===== src/rtl/seq_multiplier_if.sv =====
// Request/response bundle between the execute stage and the sequential multiplier.
// The requester (master) holds enable until it samples done.
interface seq_multiplier_if #(
    parameter int WIDTH = 32
);
    logic               enable;
    logic               is_unsign;
    logic [WIDTH-1:0]   a;
    logic [WIDTH-1:0]   b;
    logic [2*WIDTH-1:0] result;
    logic               done;
    logic               busy;

    modport master (
        output enable, is_unsign, a, b,
        input  result, done, busy
    );

    modport slave (
        input  enable, is_unsign, a, b,
        output result, done, busy
    );
endinterface


===== src/rtl/seq_multiplier.sv =====
// Iterative shift-add 32x32->64 multiplier; retires BITS_PER_CYCLE multiplier bits per CALC cycle.
//   state | meaning
//   IDLE  | waiting for enable
//   CALC  | accumulating partial products, one group of multiplier bits per edge
//   DONE  | product valid on result, done pulses for this single cycle
module seq_multiplier #(
    parameter int WIDTH          = 32,
    parameter int BITS_PER_CYCLE = 1
) (
    input  logic            sys_clk,
    input  logic            rst,
    seq_multiplier_if.slave bus
);
    localparam int N  = WIDTH / BITS_PER_CYCLE;
    localparam int CW = (N > 1) ? $clog2(N) : 1;
    localparam logic [CW-1:0] LAST = CW'(N - 1);

    typedef enum logic [1:0] {IDLE, CALC, DONE} state_t;

    state_t             state;
    logic [2*WIDTH-1:0] acc;
    logic [2*WIDTH-1:0] mcand;
    logic [WIDTH-1:0]   mplier;
    logic               neg;
    logic [CW-1:0]      cnt;
    logic [2*WIDTH-1:0] result_q;

    logic               start;
    logic [WIDTH-1:0]   a_mag;
    logic [WIDTH-1:0]   b_mag;
    logic               neg_in;
    logic [2*WIDTH-1:0] partial;
    logic [2*WIDTH-1:0] acc_next;

    // Magnitudes are carried unsigned, so -0x80000000 correctly becomes 2^31.
    always_comb begin
        start  = bus.enable && (state == IDLE || state == DONE);
        a_mag  = (!bus.is_unsign && bus.a[WIDTH-1]) ? -bus.a : bus.a;
        b_mag  = (!bus.is_unsign && bus.b[WIDTH-1]) ? -bus.b : bus.b;
        neg_in = !bus.is_unsign && (bus.a[WIDTH-1] ^ bus.b[WIDTH-1]);
        partial = '0;
        for (int i = 0; i < BITS_PER_CYCLE; i++) begin
            if (mplier[i]) begin
                partial = partial + (mcand << i);
            end
        end
        acc_next = acc + partial;
    end

    always_ff @(posedge sys_clk or posedge rst) begin
        if (rst) begin
            state    <= IDLE;
            acc      <= '0;
            mcand    <= '0;
            mplier   <= '0;
            neg      <= 1'b0;
            cnt      <= '0;
            result_q <= '0;
        end else if (start) begin
            state  <= CALC;
            acc    <= '0;
            mcand  <= {{WIDTH{1'b0}}, a_mag};
            mplier <= b_mag;
            neg    <= neg_in;
            cnt    <= '0;
        end else begin
            case (state)
                CALC: begin
                    if (!bus.enable) begin
                        state <= IDLE;
                    end else begin
                        acc    <= acc_next;
                        mcand  <= mcand << BITS_PER_CYCLE;
                        mplier <= mplier >> BITS_PER_CYCLE;
                        cnt    <= cnt + 1'b1;
                        if (cnt == LAST) begin
                            result_q <= neg ? -acc_next : acc_next;
                            state    <= DONE;
                        end
                    end
                end
                DONE:    state <= IDLE;
                default: state <= IDLE;
            endcase
        end
    end

    assign bus.result = result_q;
    assign bus.done   = (state == DONE);
    assign bus.busy   = (state == CALC);
endmodule


===== src/flat_wrapper.sv =====
// flat-port wrapper written by rule: the top's interface ports become plain ports
module seq_multiplier_flat 
#(
    parameter int WIDTH          = 32,
    parameter int BITS_PER_CYCLE = 1
)
  (sys_clk, rst, bus_enable, bus_is_unsign, bus_a, bus_b, bus_result, bus_done, bus_busy);
  seq_multiplier_if #(.WIDTH(WIDTH)) bus_i ();
  input  logic sys_clk;
  input  logic rst;
  input wire logic [$bits(bus_i.enable)-1:0] bus_enable;
  input wire logic [$bits(bus_i.is_unsign)-1:0] bus_is_unsign;
  input wire logic [$bits(bus_i.a)-1:0] bus_a;
  input wire logic [$bits(bus_i.b)-1:0] bus_b;
  output wire logic [$bits(bus_i.result)-1:0] bus_result;
  output wire logic [$bits(bus_i.done)-1:0] bus_done;
  output wire logic [$bits(bus_i.busy)-1:0] bus_busy;
  assign bus_i.enable = bus_enable;
  assign bus_i.is_unsign = bus_is_unsign;
  assign bus_i.a = bus_a;
  assign bus_i.b = bus_b;
  assign bus_result = bus_i.result;
  assign bus_done = bus_i.done;
  assign bus_busy = bus_i.busy;
  seq_multiplier #(.WIDTH(WIDTH), .BITS_PER_CYCLE(BITS_PER_CYCLE)) u_core (.sys_clk(sys_clk), .rst(rst), .bus(bus_i));
endmodule

===== config.mk =====
export PLATFORM = sky130hd
export DESIGN_NAME = seq_multiplier_flat
export DESIGN_NICKNAME = d
export VERILOG_FILES = /design/src/rtl/seq_multiplier_if.sv /design/src/rtl/seq_multiplier.sv /design/src/flat_wrapper.sv
export SDC_FILE = /design/constraint.sdc
export NUM_CORES = 1
export LEC_CHECK = 0
export BUFFER_PORTS_ARGS = -buffer_cell sky130_fd_sc_hd__buf_2
export CAP_MARGIN = 25
export CORE_MARGIN = 10
export CORE_UTILIZATION = 40
export DETAILED_ROUTE_END_ITERATION = 10
export GPL_TIMING_DRIVEN = 0
export PLACE_DENSITY_LB_ADDON = 0.2
export SETUP_SLACK_MARGIN = 0.2
export SYNTH_ARGS = -nofsm -noshare
export SYNTH_HDL_FRONTEND = slang
export SYNTH_SLANG_ARGS = --single-unit
export TNS_END_PERCENT = 30

===== constraint.sdc =====
create_clock -name sys_clk -period 6.75 [get_ports sys_clk]
set_clock_uncertainty 0.1 [all_clocks]
set_input_delay 0.675 -clock sys_clk [delete_from_list [all_inputs] [get_ports sys_clk]]
set_output_delay 0.675 -clock sys_clk [all_outputs]
set_load 0.01 [all_outputs]

After elaboration in Yosys (flattened, before gate mapping)
Cells that the tools add are included.
{"block": "op_classes", "addsub": 5, "div": 0, "shifts": 0, "n_bitwise": 2, "muxes": 20, "multipliers": 0, "magnitude_cmp": 0, "reduce_logical": 11, "n_eq_ne": 4}
{"cell": "$mux 64", "count": 8}
{"cell": "$mux 32", "count": 5}
{"cell": "$add 64x64->64", "count": 1}
{"cell": "$neg 32->32", "count": 2}
{"cell": "$neg 64->64", "count": 1}
{"cell": "$mux 5", "count": 3}
{"cell": "$mux 2", "count": 4}
{"cell": "$add 5x1->5 const B", "count": 1}
{"cell": "$eq 5x5->1 const B", "count": 1}
{"cell": "$logic_and 1x1->1", "count": 4}
{"cell": "$ne 4x2->1 const B", "count": 1}
{"cell": "$reduce_and 4->1", "count": 1}
{"cell": "$reduce_bool 2->1", "count": 2}
{"cell": "$eq 2x1->1 const B", "count": 1}
{"cell": "$eq 2x2->1 const B", "count": 1}
{"cell": "$logic_not 2->1", "count": 1}
{"cell": "$reduce_and 2->1", "count": 1}
{"cell": "$logic_not 1->1", "count": 1}
{"cell": "$logic_or 1x1->1", "count": 1}
{"cell": "$not 1->1", "count": 1}
{"cell": "$xor 1x1->1", "count": 1}
{"block": "word_totals", "inputBits": 68, "rom_bits": 0, "memories": 0, "latch_bits": 0, "ram_bits": 0, "word_cells": 49, "ff_bits": 232}

Longest topological paths before layout
Gate-level depths: netlist (run 1).
{"block": "logic_depth", "ltp_word": 5, "ltp_mapped": 18, "mapped_depth_nobuf": 16}

Worst setup path after synthesis (run 1)
OpenSTA, ideal clock, no wires.
{"block": "synth_path", "kind": "reg-to-reg", "start": "register u_core.mplier[0]", "end": "register u_core.result_q[50] (netlist: u_core.bus.result[50])", "required_time_ns": 6.516, "setup_slack_ns": 1.995, "n_path_buf": 4, "arrival_time_ns": 4.521, "stages_incl_launch_ff": 18, "setup_time_ns": 0.134, "cell_sequence": "dfrtp_1 clkbuf_1 clkbuf_1 and2_1 ha_1 buf_4 a21oi_1 a21oi_1 or3_1 a2111o_1 or4_4 or4b_1 buf_2 nor4_4 nand3_2 o31ai_1 xor2_1 o21ai_0"}
{"block": "synth_between", "elab_chain_cells": 4}
{"element": "start: declaration", "line_no": "seq_multiplier.sv:23", "source": "logic [WIDTH-1:0] mplier;"}
{"element": "start signal: assignment", "line_no": "seq_multiplier.sv:63", "source": "mplier <= b_mag;"}
{"element": "start signal: assignment", "line_no": "seq_multiplier.sv:74", "source": "mplier <= mplier >> BITS_PER_CYCLE;"}
{"element": "$mux 64 *", "line_no": "seq_multiplier.sv:43", "source": "if (mplier[i]) begin"}
{"element": "$add 64x64->64 *", "line_no": "seq_multiplier.sv:47", "source": "acc_next = acc + partial;"}
{"element": "$neg 64->64", "line_no": "seq_multiplier.sv:77", "source": "result_q <= neg ? -acc_next : acc_next;"}
{"element": "$mux 64 *", "line_no": "seq_multiplier.sv:77"}
{"element": "end signal: assignment", "line_no": "seq_multiplier.sv:77"}
{"element": "end: declaration", "line_no": "seq_multiplier.sv:26", "source": "logic [2*WIDTH-1:0] result_q;"}
Mark *: on every way between the ends. The rest lies on a longest branch, timed or not.
A chain may end at the register's enable or synchronous reset.

Final worst setup path (run 1)
{"block": "layout_path", "start": "register u_core.mplier[0]", "end": "register u_core.result_q[61] (netlist: u_core.bus.result[61])"}
The elaborated chain is that of the path after synthesis.

==> results of run 1 <==
## metrics by stage
stage | instances | hold slack, ps
2_1_floorplan | 2076 | 363
3_3_place_gp | 2741 | 358
3_5_place_dp | 2749 | 366
4_1_cts | 2791 | 160
5_1_grt | 2795 | 204
6_report | 2795 | 163
## kinds of logic (layout without fill, tap and decap cells)
family                     count (synthesis)  after routing  share of synthesized area [%]
muxes                                     11             11                          0.695
xor gates and xnor gates                 156            156                           8.16
and+or+nand+nor                          776            776                           22.7
adders and majority gates                 69             69                           5.20
DFF                                      232            232                           34.7
AOI/OAI and AO/OA                        671            671                           24.9
buffers and inverters                    161            348                           3.64
## worst register-to-register path: stages, from the launching register on
cell      delay, ps
dfrtp_1         420
clkbuf_1        450
clkbuf_1        300
and2_1          210
ha_1            240
clkbuf_1        220
a21oi_1         370
o21a_1          260
nor3_1          110
or4_1           460
o21ai_0         350
a211oi_1        130
a311oi_1        920
nand3_1         350
nor4_1          600
a31oi_1         180
xnor2_1         360
o21ai_0         120
## area by class of cell
class                      count  area share (%)
clock inverter                 5           0.407
buffer                       127            2.53
tap                          532            3.49
sequential                   232            30.4
clock buffer                  37            3.90
multi-input combinational   1683            54.2
timing repair buffer         145            4.35
inverter                      34           0.689
## what timing repair did
item / 4_1_cts / 5_1_grt
buffers inserted: 0 / 2
setup endpoints to repair: 0 / 19
resized for setup: 0 / 7
## sequential cells by signal, indices dropped and copies added (netlist names)
name	cells
u_core.acc	64
u_core.mcand	64
u_core.mplier	32
u_core.bus.result	64
u_core.neg	1
u_core.cnt	5
u_core.state	2
## cells in the mapped netlist, types with 13 or more instances
cell | number | area, um2
nand2_1 | 304 | 1140
o21ai_0 | 273 | 1370
dfrtp_1 | 232 | 5810
a21oi_1 | 117 | 586
clkbuf_1 | 116 | 435
nand3_1 | 99 | 495
nor2_1 | 95 | 357
xnor2_1 | 85 | 744
and2_1 | 77 | 482
xor2_1 | 71 | 622
ha_1 | 68 | 851
a22oi_1 | 65 | 488
nor3_1 | 37 | 185
nand4_1 | 35 | 219
inv_1 | 33 | 124
o31ai_1 | 31 | 233
a21o_1 | 30 | 225
nor4_1 | 20 | 125
o211ai_1 | 18 | 135
or3_1 | 18 | 113
o21a_1 | 17 | 128
and3_1 | 16 | 100
a31oi_1 | 15 | 93.8
a211oi_1 | 13 | 97.6
nor2b_1 | 13 | 81.3
## power groups by stage
| stage | Sequential, W | Combinational [W] | Clock [W] |
|---|---|---|---|
| final | 0.00171 | 0.00196 | 0.00141 |
| after global routing | 0.00173 | 0.00216 | 0.00150 |
| after CTS | 0.00170 | 0.00189 | 0.00144 |
| after detailed placement | 0.00173 | 0.00188 | 0 |
| after global placement | 0.00172 | 0.00184 | 0 |
| after floorplan | 0.00169 | 0.00132 | 0 |
## cell usage in the layout, fill, tap and decap left out, types with 13 or more instances in the layout
cell type,count
dfrtp_1,232
and3_1,16
nor2_1,95
o31ai_1,31
or3_1,18
nand2_1,304
a21oi_1,117
clkbuf_1,122
nand4_1,35
xnor2_1,85
o211ai_1,18
a21o_1,30
nand3_1,99
and2_1,77
nor4_1,18
o21a_1,17
nor2b_1,13
xor2_1,71
buf_2,135
ha_1,68
clkbuf_16,27
o21ai_0,272
a22oi_1,65
a31oi_1,15
nor3_1,37
inv_1,32
a211oi_1,13
## routing by layer
metal	GRT usage (%)	up-vias	part of all wire, %
li1	-	7894	-
met1	31.3	7757	48
met2	34.3	520	43
met3	4.12	70	7.1
met4	5.13	2	1.9
met5	0	-	0.012
## worst max path at each step
stage | from | end | slack [ps] | depth (start not counted)
3_5_place_dp | u_core.mplier[0] | u_core.bus.result[58] | 290 | 16
5_1_grt | u_core.mplier[0] | u_core.bus.result[61] | 140 | 17
3_3_place_gp | u_core.mplier[0] | u_core.bus.result[58] | 110 | 17
2_1_floorplan | u_core.mplier[0] | u_core.bus.result[50] | 2000 | 17
4_1_cts | u_core.mplier[0] | u_core.bus.result[58] | 270 | 16
6_report | u_core.mplier[0] | u_core.bus.result[61] | 470 | 17
==> impl_metrics.toml, run 1 <==
[critical_path]
critical_path_class = "reg -> reg"
cp_data_arrival_time_ps = 6600
crit_required_ps = 7070
crit_buf_inv = 3
r2r_cells = 17
path_common_cell = "clkbuf_1"
crit_path_top_delay_cell = "a311oi_1"
reg2reg_slack_ps = 470
slowest_delay_ps = 920
crit-reg2reg-launch = "u_core.mplier[0]"
cp_cell_sequence = "clkbuf_1 -> clkbuf_1 -> and2_1 -> ha_1 -> clkbuf_1 -> a21oi_1 -> o21a_1 -> nor3_1 -> or4_1 -> o21ai_0 -> a211oi_1 -> a311oi_1 -> nand3_1 -> nor4_1 -> a31oi_1 -> xnor2_1 -> o21ai_0"
critPathMaxFanout = 10
r2r-end = "u_core.bus.result[61]"
critPathTopFamily = "compound AO/OA/AOI/OAI gates"
endpoint_kind = "flop"
crit_path_start_kind = "flop"

[clocking]
cts_buffer_depth = 3
clk-insertion-delay-late_ps = 550
postCtsHoldBufs = 0
cts_buffers = 27
clkSlewWorstSetupHoldPaths_ps = 60
root_buffer = "clkbuf_16"
cts_tree = "built"
clock_sink_count = 232
htree_levels = 1

[timing]
post-route-period-util_pct = 93.1
timing.final.ws_setup_ps = 466
grt_setup_unrepaired = "yes"
tns_ps = 0
setup_viol = 0
fmax_ghz = 0.159
worstMarginPinSlew_ps = 1130
slew_headroom_pct = 23.9
finalHoldViolCount = 0
drv_slew = 0
fin_crit_ps = 6280

[place]
hpwl_mm = 46.4
io_buffers = 133
placed_area_mm2 = 0.0182
gp_congestion = 1.02
place_ws_ps = 288

[cells_and_area]
final_util_pct = 46.4
multiInputGateArea_mm2 = 0.0103
fillCellCount = 4204
syn_to_final_growth_pct = 14.0
fin_area_mm2 = 0.0191
fin_nets = 2387
num_antenna_cells = 0
regArea_mm2 = 0.00581
drive_gt1_share_pct = 9.81

[synth]
avgSynthCellArea_um2 = 8.06
ys_seq_elements = 232
synth_ff_type = "dfrtp_1"
synthArstFlopShare_pct = 100
synth_nets = 2213
ys_seq_area_share_pct = 34.7
synth_edf_count = 0
synth_cells = 2076
synth_cell_type_count = 77
yosys_warnings = 0
syn-cell-area_mm2 = 0.0167

[floorplanning]
rows = 74
core_mm2 = 0.0411
dieArea_mm2 = 0.0504
die_w_um = 225
ioPinCount = 134
die_height_um = 225
start_util_pct = 40.7

[global_routing]
grt_max_degree = 42
antenna_found_initial = 1
grt_pass1_wl_mm = 88.9
grt_pass1_vias = 15656
gr-total-overflow = 0
grt.total_usage_pct = 22.1

[min_path]
hp-class = "in -> async"

[routing]
drt_wl_total_mm = 57.0
dr.first_iter.drc_count = 1386
drtAntennaViolNets = 0
dr.pass1.iters = 5
routed_via_density = 5.81
drc = 0
vias = 16243
wl_per_cell_um = 20.4

[run]
cap_viol_max_count = 0

[power_and_ir_drop]
swShare_pct = 39.6
ir_drop_mv = 0.179
p_leak_nw = 8.32
combPwrFrac_pct = 38.6
power.internal_w = 0.00307
p_clk_share_pct = 27.8
powerDensity_mw_per_mm2 = 266
seqPwrFrac_pct = 33.6
finalPower_w = 0.00507
power_switching_w = 0.00201

[status]
outcome = "finished, final reports clean"
Power figures use the tool's default switching activity.
==> inputs of run 2 (changes only) <==
==> constraint.sdc (replaced) <==
create_clock -name sys_clk -period 7.9 [get_ports sys_clk]
set_clock_uncertainty 0.1 [all_clocks]
set_input_delay 0.79 -clock sys_clk [delete_from_list [all_inputs] [get_ports sys_clk]]
set_output_delay 0.79 -clock sys_clk [all_outputs]
set_load 0.01 [all_outputs]
==> run 2 against run 1 <==
Effect of this change:
- core utilization decreased by 0.26 points
- combinational power decreased by 15%
- first-iteration DRC count increased by 19%
- flip-flop and latch count unchanged
- critical endpoint is now u_core.bus.result[58]
- power decreased by 15%
==> impl_metrics.toml, run 2 (same netlist as run 1, synthesis figures left out) <==
[routing]
dr.pass1.iters = 7
drtAntennaViolNets = 0
dr.first_iter.drc_count = 1648
routed_via_density = 5.83
wl_per_cell_um = 20.6
drc = 0
vias = 16271
drt_wl_total_mm = 57.6

[cells_and_area]
syn_to_final_growth_pct = 13.3
num_antenna_cells = 0
most-common-layout-cells = "304 x nand2_1, 273 x o21ai_0, 232 x dfrtp_1"
final_common_cell = "nand2_1"
drive_gt1_share_pct = 9.69
stdcell_count = 2793
fin_nets = 2381
final_util_pct = 46.1
fillCellCount = 4154

[clocking]
clkSlewWorstSetupHoldPaths_ps = 60
postCtsHoldBufs = 0
cts-resized-gates = 0
cts_buffer_depth = 3
cts_buffers = 27
cts_tree = "built"
clock_sink_count = 232
htree_levels = 1
root_buffer = "clkbuf_16"
post_cts_buffers = 0
clk-insertion-delay-late_ps = 550

[critical_path]
endpoint_kind = "flop"
startpoint = "u_core.mplier[0]"
crit_path_top_delay_cell = "o21ai_0"
cp_cell_sequence = "clkbuf_1 -> clkbuf_1 -> and2_1 -> ha_1 -> clkbuf_1 -> a21oi_1 -> o21ai_0 -> a21oi_1 -> o21ai_0 -> a21oi_1 -> xor2_1 -> and4b_1 -> nand3_1 -> nor4_1 -> a41oi_1 -> xnor2_1 -> mux2_2"
crit_required_ps = 8240
cp_data_arrival_time_ps = 6880
critPathMaxFanout = 10
crit-reg2reg-launch = "u_core.mplier[0]"
slowest_delay_ps = 790
crit_path_start_kind = "flop"
critical_path_class = "reg -> reg"

[timing]
fmax_ghz = 0.153
finalHoldViolCount = 0
grt_setup_unrepaired = "no"
worstMarginPinSlew_ps = 1030
drv_slew = 0
setup_viol = 0
slew_headroom_pct = 30.4
fin_crit_ps = 6550
post-route-period-util_pct = 82.9
timing.final.ws_setup_ps = 1350

[power_and_ir_drop]
powerDensity_mw_per_mm2 = 227
p_leak_nw = 8.28
ir_drop_mv = 0.175
finalPower_w = 0.00431

[floorplanning]
ioPinCount = 134
die_w_um = 225
dieArea_mm2 = 0.0504
rows = 74
start_util_pct = 40.7
core_mm2 = 0.0411
die_height_um = 225

[place]
hpwl_mm = 46.6
gp_congestion = 0.966
io_buffers = 133
place_ws_ps = 1390
place_inst = 2745

[global_routing]
grt_pass1_vias = 15393
grt.total_usage_pct = 22.1
antenna_found_initial = 1
gr-total-overflow = 0
grt_max_degree = 126
grt_pass1_wl_mm = 88.4

[status]
outcome = "finished, final reports clean"

[min_path]
hp-class = "in -> async"

[run]
cap_viol_max_count = 0
==> run 2: power by group <==
part           internal (W)  switching [W]
clock              0.000690       0.000506
sequential          0.00135       0.000110
combinational      0.000543        0.00111
total               0.00258        0.00173
==> run 2: layout make-up <==
type	instances	area, um2	share of cell area, %
clock buffer	38	787	4.15
inverter	34	135	0.712
multi-input combinational	1683	10300	54.4
sequential	232	5810	30.6
tap	532	666	3.51
clock inverter	8	53.8	0.284
buffer	127	482	2.54
timing repair buffer	139	719	3.79
==> run 2: final timing paths <==
check                                              to  slack (ps)  depth (start not counted)
worst min-delay path                 u_core.mcand[12]         290                          2
worst min register to register  u_core.bus.result[28]         360                          2
max in group asynchronous       u_core.bus.result[49]        6290                          3
worst max-delay path            u_core.bus.result[58]        1350                         17
worst max register to register  u_core.bus.result[58]        1350                         17
min in group sys_clk            u_core.bus.result[28]         360                          2
==> run 2: per-layer routing <==
layer | GRT usage, % | vias to the layer above | part of all wire, %
li1 | - | 7884 | -
met1 | 31.9 | 7781 | 48
met2 | 33.3 | 527 | 42
met3 | 3.75 | 77 | 7.0
met4 | 6.30 | 2 | 2.5
met5 | 0 | - | 0.012
==> run 2: metrics by stage <==
stage	instance area (um2)	hold slack (ps)	setup TNS, ps
global placement	18100	359	-488050
detailed placement	18100	355	0
finish	19000	291	0
floorplan	16700	363	0
CTS	19000	314	0
global route	19000	350	0
==> run 2: worst max-delay path: cells and delay by family, from the launching register on <==
family	cells	cell delay [ps]
flip-flops	1	430
AO/OA/AOI/OAI	6	2160
buffers and inverters	3	1080
AND/OR/NAND/NOR	4	1500
XOR/XNOR	2	770
adder cells (fa/ha/maj)	1	120
multiplexers	1	270
==> inputs of run 3 (changes only) <==
--- a/config.mk
+++ b/config.mk
@@ -5,6 +5,7 @@
 export SDC_FILE = /design/constraint.sdc
 export NUM_CORES = 1
 export LEC_CHECK = 0
+export ABC_AREA = 1
 export BUFFER_PORTS_ARGS = -buffer_cell sky130_fd_sc_hd__buf_2
 export CAP_MARGIN = 25
 export CORE_MARGIN = 10
==> constraint.sdc (replaced) <==
create_clock -name sys_clk -period 6 [get_ports sys_clk]
set_clock_uncertainty 0.1 [all_clocks]
set_input_delay 0.6 -clock sys_clk [delete_from_list [all_inputs] [get_ports sys_clk]]
set_output_delay 0.6 -clock sys_clk [all_outputs]
set_load 0.01 [all_outputs]
==> run 3 against run 2 <==
Effect of this change:
- power grew 48%
- worst hold slack lost 93 ps
- flip-flop and latch count is the same
- register-to-register slack lost 40 ps
- critical path depth grew 3
- first-iteration DRC count grew 2.9%
- synthesized cell count grew 48%
- combinational power grew 57%
- largest cell class unchanged
- sequential share of layout area shrank 3.7 points
- routed wire length grew 20%
- non-clock buffer count shrank 47
==> impl_metrics.toml, run 3 <==
[synth]
synth.top_cell.area_share_pct = 30.5
synth_nets = 3201
ys_seq_area_share_pct = 30.5
synth_top_area_cell = "dfrtp_1"
syn-cell-area_mm2 = 0.0190
yosys_warnings = 0
synth-adder-area-share_pct = 4.58
synth_top_family_by_area = "simple AND/OR/NAND/NOR gates"
synth_edf_count = 0
synth.mux.area_fraction_pct = 0
synth_cell_type_count = 54
yosys-top-cells-count = "1,056 x nand2_1, 528 x inv_1, 232 x dfrtp_1"
ys_top_cells_by_area = "dfrtp_1 31%, nand2_1 21%, inv_1 10%"
synth-xor-area-share_pct = 1.80
synth_ff_type = "dfrtp_1"
avgSynthCellArea_um2 = 6.21
yosysMostFrequentCell = "nand2_1"
synthArstFlopShare_pct = 100
synth_compound_area_share_pct = 13.1
synth_cells = 3064
ys_seq_elements = 232
synth-simple-area-share_pct = 37.6

[global_routing]
grt_pass1_wl_mm = 108
gr-total-overflow = 0
grt_max_degree = 44
grt_pass1_vias = 19379
grt.total_usage_pct = 24.1
antenna_found_initial = 5

[cells_and_area]
multiInputGateArea_mm2 = 0.0109
syn_to_final_growth_pct = 13.4
regArea_mm2 = 0.00581
fillCellCount = 5020
final_common_cell = "nand2_1"
most-common-layout-cells = "1,056 x nand2_1, 527 x inv_1, 232 x dfrtp_1"
drive_gt1_share_pct = 9.96
final_util_pct = 46.1
fin_area_mm2 = 0.0216
fin_nets = 3371

[timing]
fmax_ghz = 0.213
setup_viol = 0
finalHoldViolCount = 0
slew_headroom_pct = 33.4
drv_slew = 0
fin_crit_ps = 4690
fin_worst_hold_slack_ps = 198
worstMarginPinSlew_ps = 999
tns_ps = 0
post-route-period-util_pct = 78.2
timing.final.ws_setup_ps = 1310
grt_setup_unrepaired = "no"

[critical_path]
endpoint_kind = "flop"
crit_path_top_delay_cell = "clkbuf_1"
cp_data_arrival_time_ps = 5050
critical_path_class = "reg -> reg"
crit_required_ps = 6360
crit_path_start_kind = "flop"
cp_cell_sequence = "clkbuf_1 -> clkbuf_1 -> nand2_1 -> inv_1 -> ha_1 -> nand2_1 -> nor2_1 -> nand2_1 -> nor2_1 -> nand3_1 -> nand3_1 -> nand2_1 -> nand2_1 -> nand2_1 -> nor2_1 -> nand3_1 -> o21ai_2 -> nand2_1 -> nand3_1 -> nand2_1"
path_common_cell = "nand2_1"
critPathMaxFanout = 10
slowest_delay_ps = 570

[floorplanning]
start_util_pct = 40.7
ioPinCount = 134
die_w_um = 238
core_mm2 = 0.0468
die_height_um = 238
dieArea_mm2 = 0.0567
rows = 79

[status]
outcome = "finished, final reports clean"

[clocking]
clock_sink_count = 232
htree_levels = 1
root_buffer = "clkbuf_16"
cts_tree = "built"
clk-insertion-delay-late_ps = 580
clkSlewWorstSetupHoldPaths_ps = 60
cts-resized-gates = 0
post_cts_buffers = 0
cts_buffer_depth = 3
cts_buffers = 28

[place]
placed_area_mm2 = 0.0206
io_buffers = 133
place_ws_ps = 1360
gp_congestion = 0.991
hpwl_mm = 57.7

[routing]
routed_via_density = 5.15
dr.first_iter.drc_count = 1696
wl_per_cell_um = 17.9
drt_wl_total_mm = 69.0
dr.pass1.iters = 6
drc = 0
drtAntennaViolNets = 0
vias = 19888

[run]
cap_viol_max_count = 0

[power_and_ir_drop]
ir_drop_mv = 0.144
p_leak_nw = 12.1
powerDensity_mw_per_mm2 = 296

[min_path]
hp-class = "in -> reg"
## run 3: routing by layer
| layer | part of all wire [%] | vias up | track usage [%] | routed length [um] |
|---|---|---|---|---|
| li1 | - | 9994 | - | - |
| met1 | 47 | 9158 | 33.5 | 32500 |
| met2 | 43 | 619 | 38.0 | 29700 |
| met3 | 6.8 | 113 | 3.25 | 4660 |
| met4 | 3.0 | 4 | 7.67 | 2100 |
| met5 | 0.032 | - | 0 | 22 |
## run 3: repair_timing
action,CTS,global route
hold endpoints to repair,17,0
setup endpoints to repair,0,0
hold buffers,1,0
## run 3: area by class of cell
type                       instances  share of cell area (%)
multi-input combinational       2209                    50.4
sequential                       232                    26.9
inverter                         544                    9.49
clock buffer                      43                    3.74
timing repair buffer             140                    3.69
tap                              607                    3.52
buffer                            79                    1.44
clock inverter                     7                   0.795
antenna                            3                  0.0348
## run 3: logic make-up (layout without fill, tap and decap cells)
logic type               count (synthesis)  count (layout)
AO/OA/AOI/OAI                          435             435
buffers and inverters                  623             813
AND/OR/NAND/NOR                       1666            1666
other                                    0               3
flip-flops                             232             232
XOR/XNOR                                39              39
adder cells (fa/ha/maj)                 69              69
## run 3: path summary, 6_finish.rpt
| check | start | endpoint | slack (ps) | depth (start not counted) |
|---|---|---|---|---|
| hold reg to reg | u_core.bus.result[38] | u_core.bus.result[38] | 370 | 2 |
| setup reg to reg | u_core.mplier[0] | u_core.bus.result[47] | 1310 | 20 |
| max in group asynchronous | rst | u_core.mcand[59] | 4410 | 5 |
| hold / removal | bus_b[30] | u_core.mplier[30] | 200 | 3 |
| setup / recovery | u_core.mplier[0] | u_core.bus.result[47] | 1310 | 20 |
| min in group asynchronous | rst | u_core.bus.result[4] | 500 | 3 |
## run 3: worst max-delay path, delay by kind of cell (launching register included)
kind	cells	cell delay (ps)
AO/OA/AOI/OAI	1	250
adder cells (fa/ha/maj)	1	310
buffers and inverters	3	1030
flip-flops	1	400
AND/OR/NAND/NOR	15	2480
## run 3: power breakdown
group / internal [W] / switching, W
Clock: 0.00113 / 0.000698
Combinational: 0.000800 / 0.00181
Sequential: 0.00179 / 0.000163
## run 3: stage by stage
step,power (W),instances
global placement,0.00449,3804
detailed placement,0.00454,3810
CTS,0.00639,3861
global route,0.00684,3861
floorplan,0.00378,3064
finish,0.00639,3864
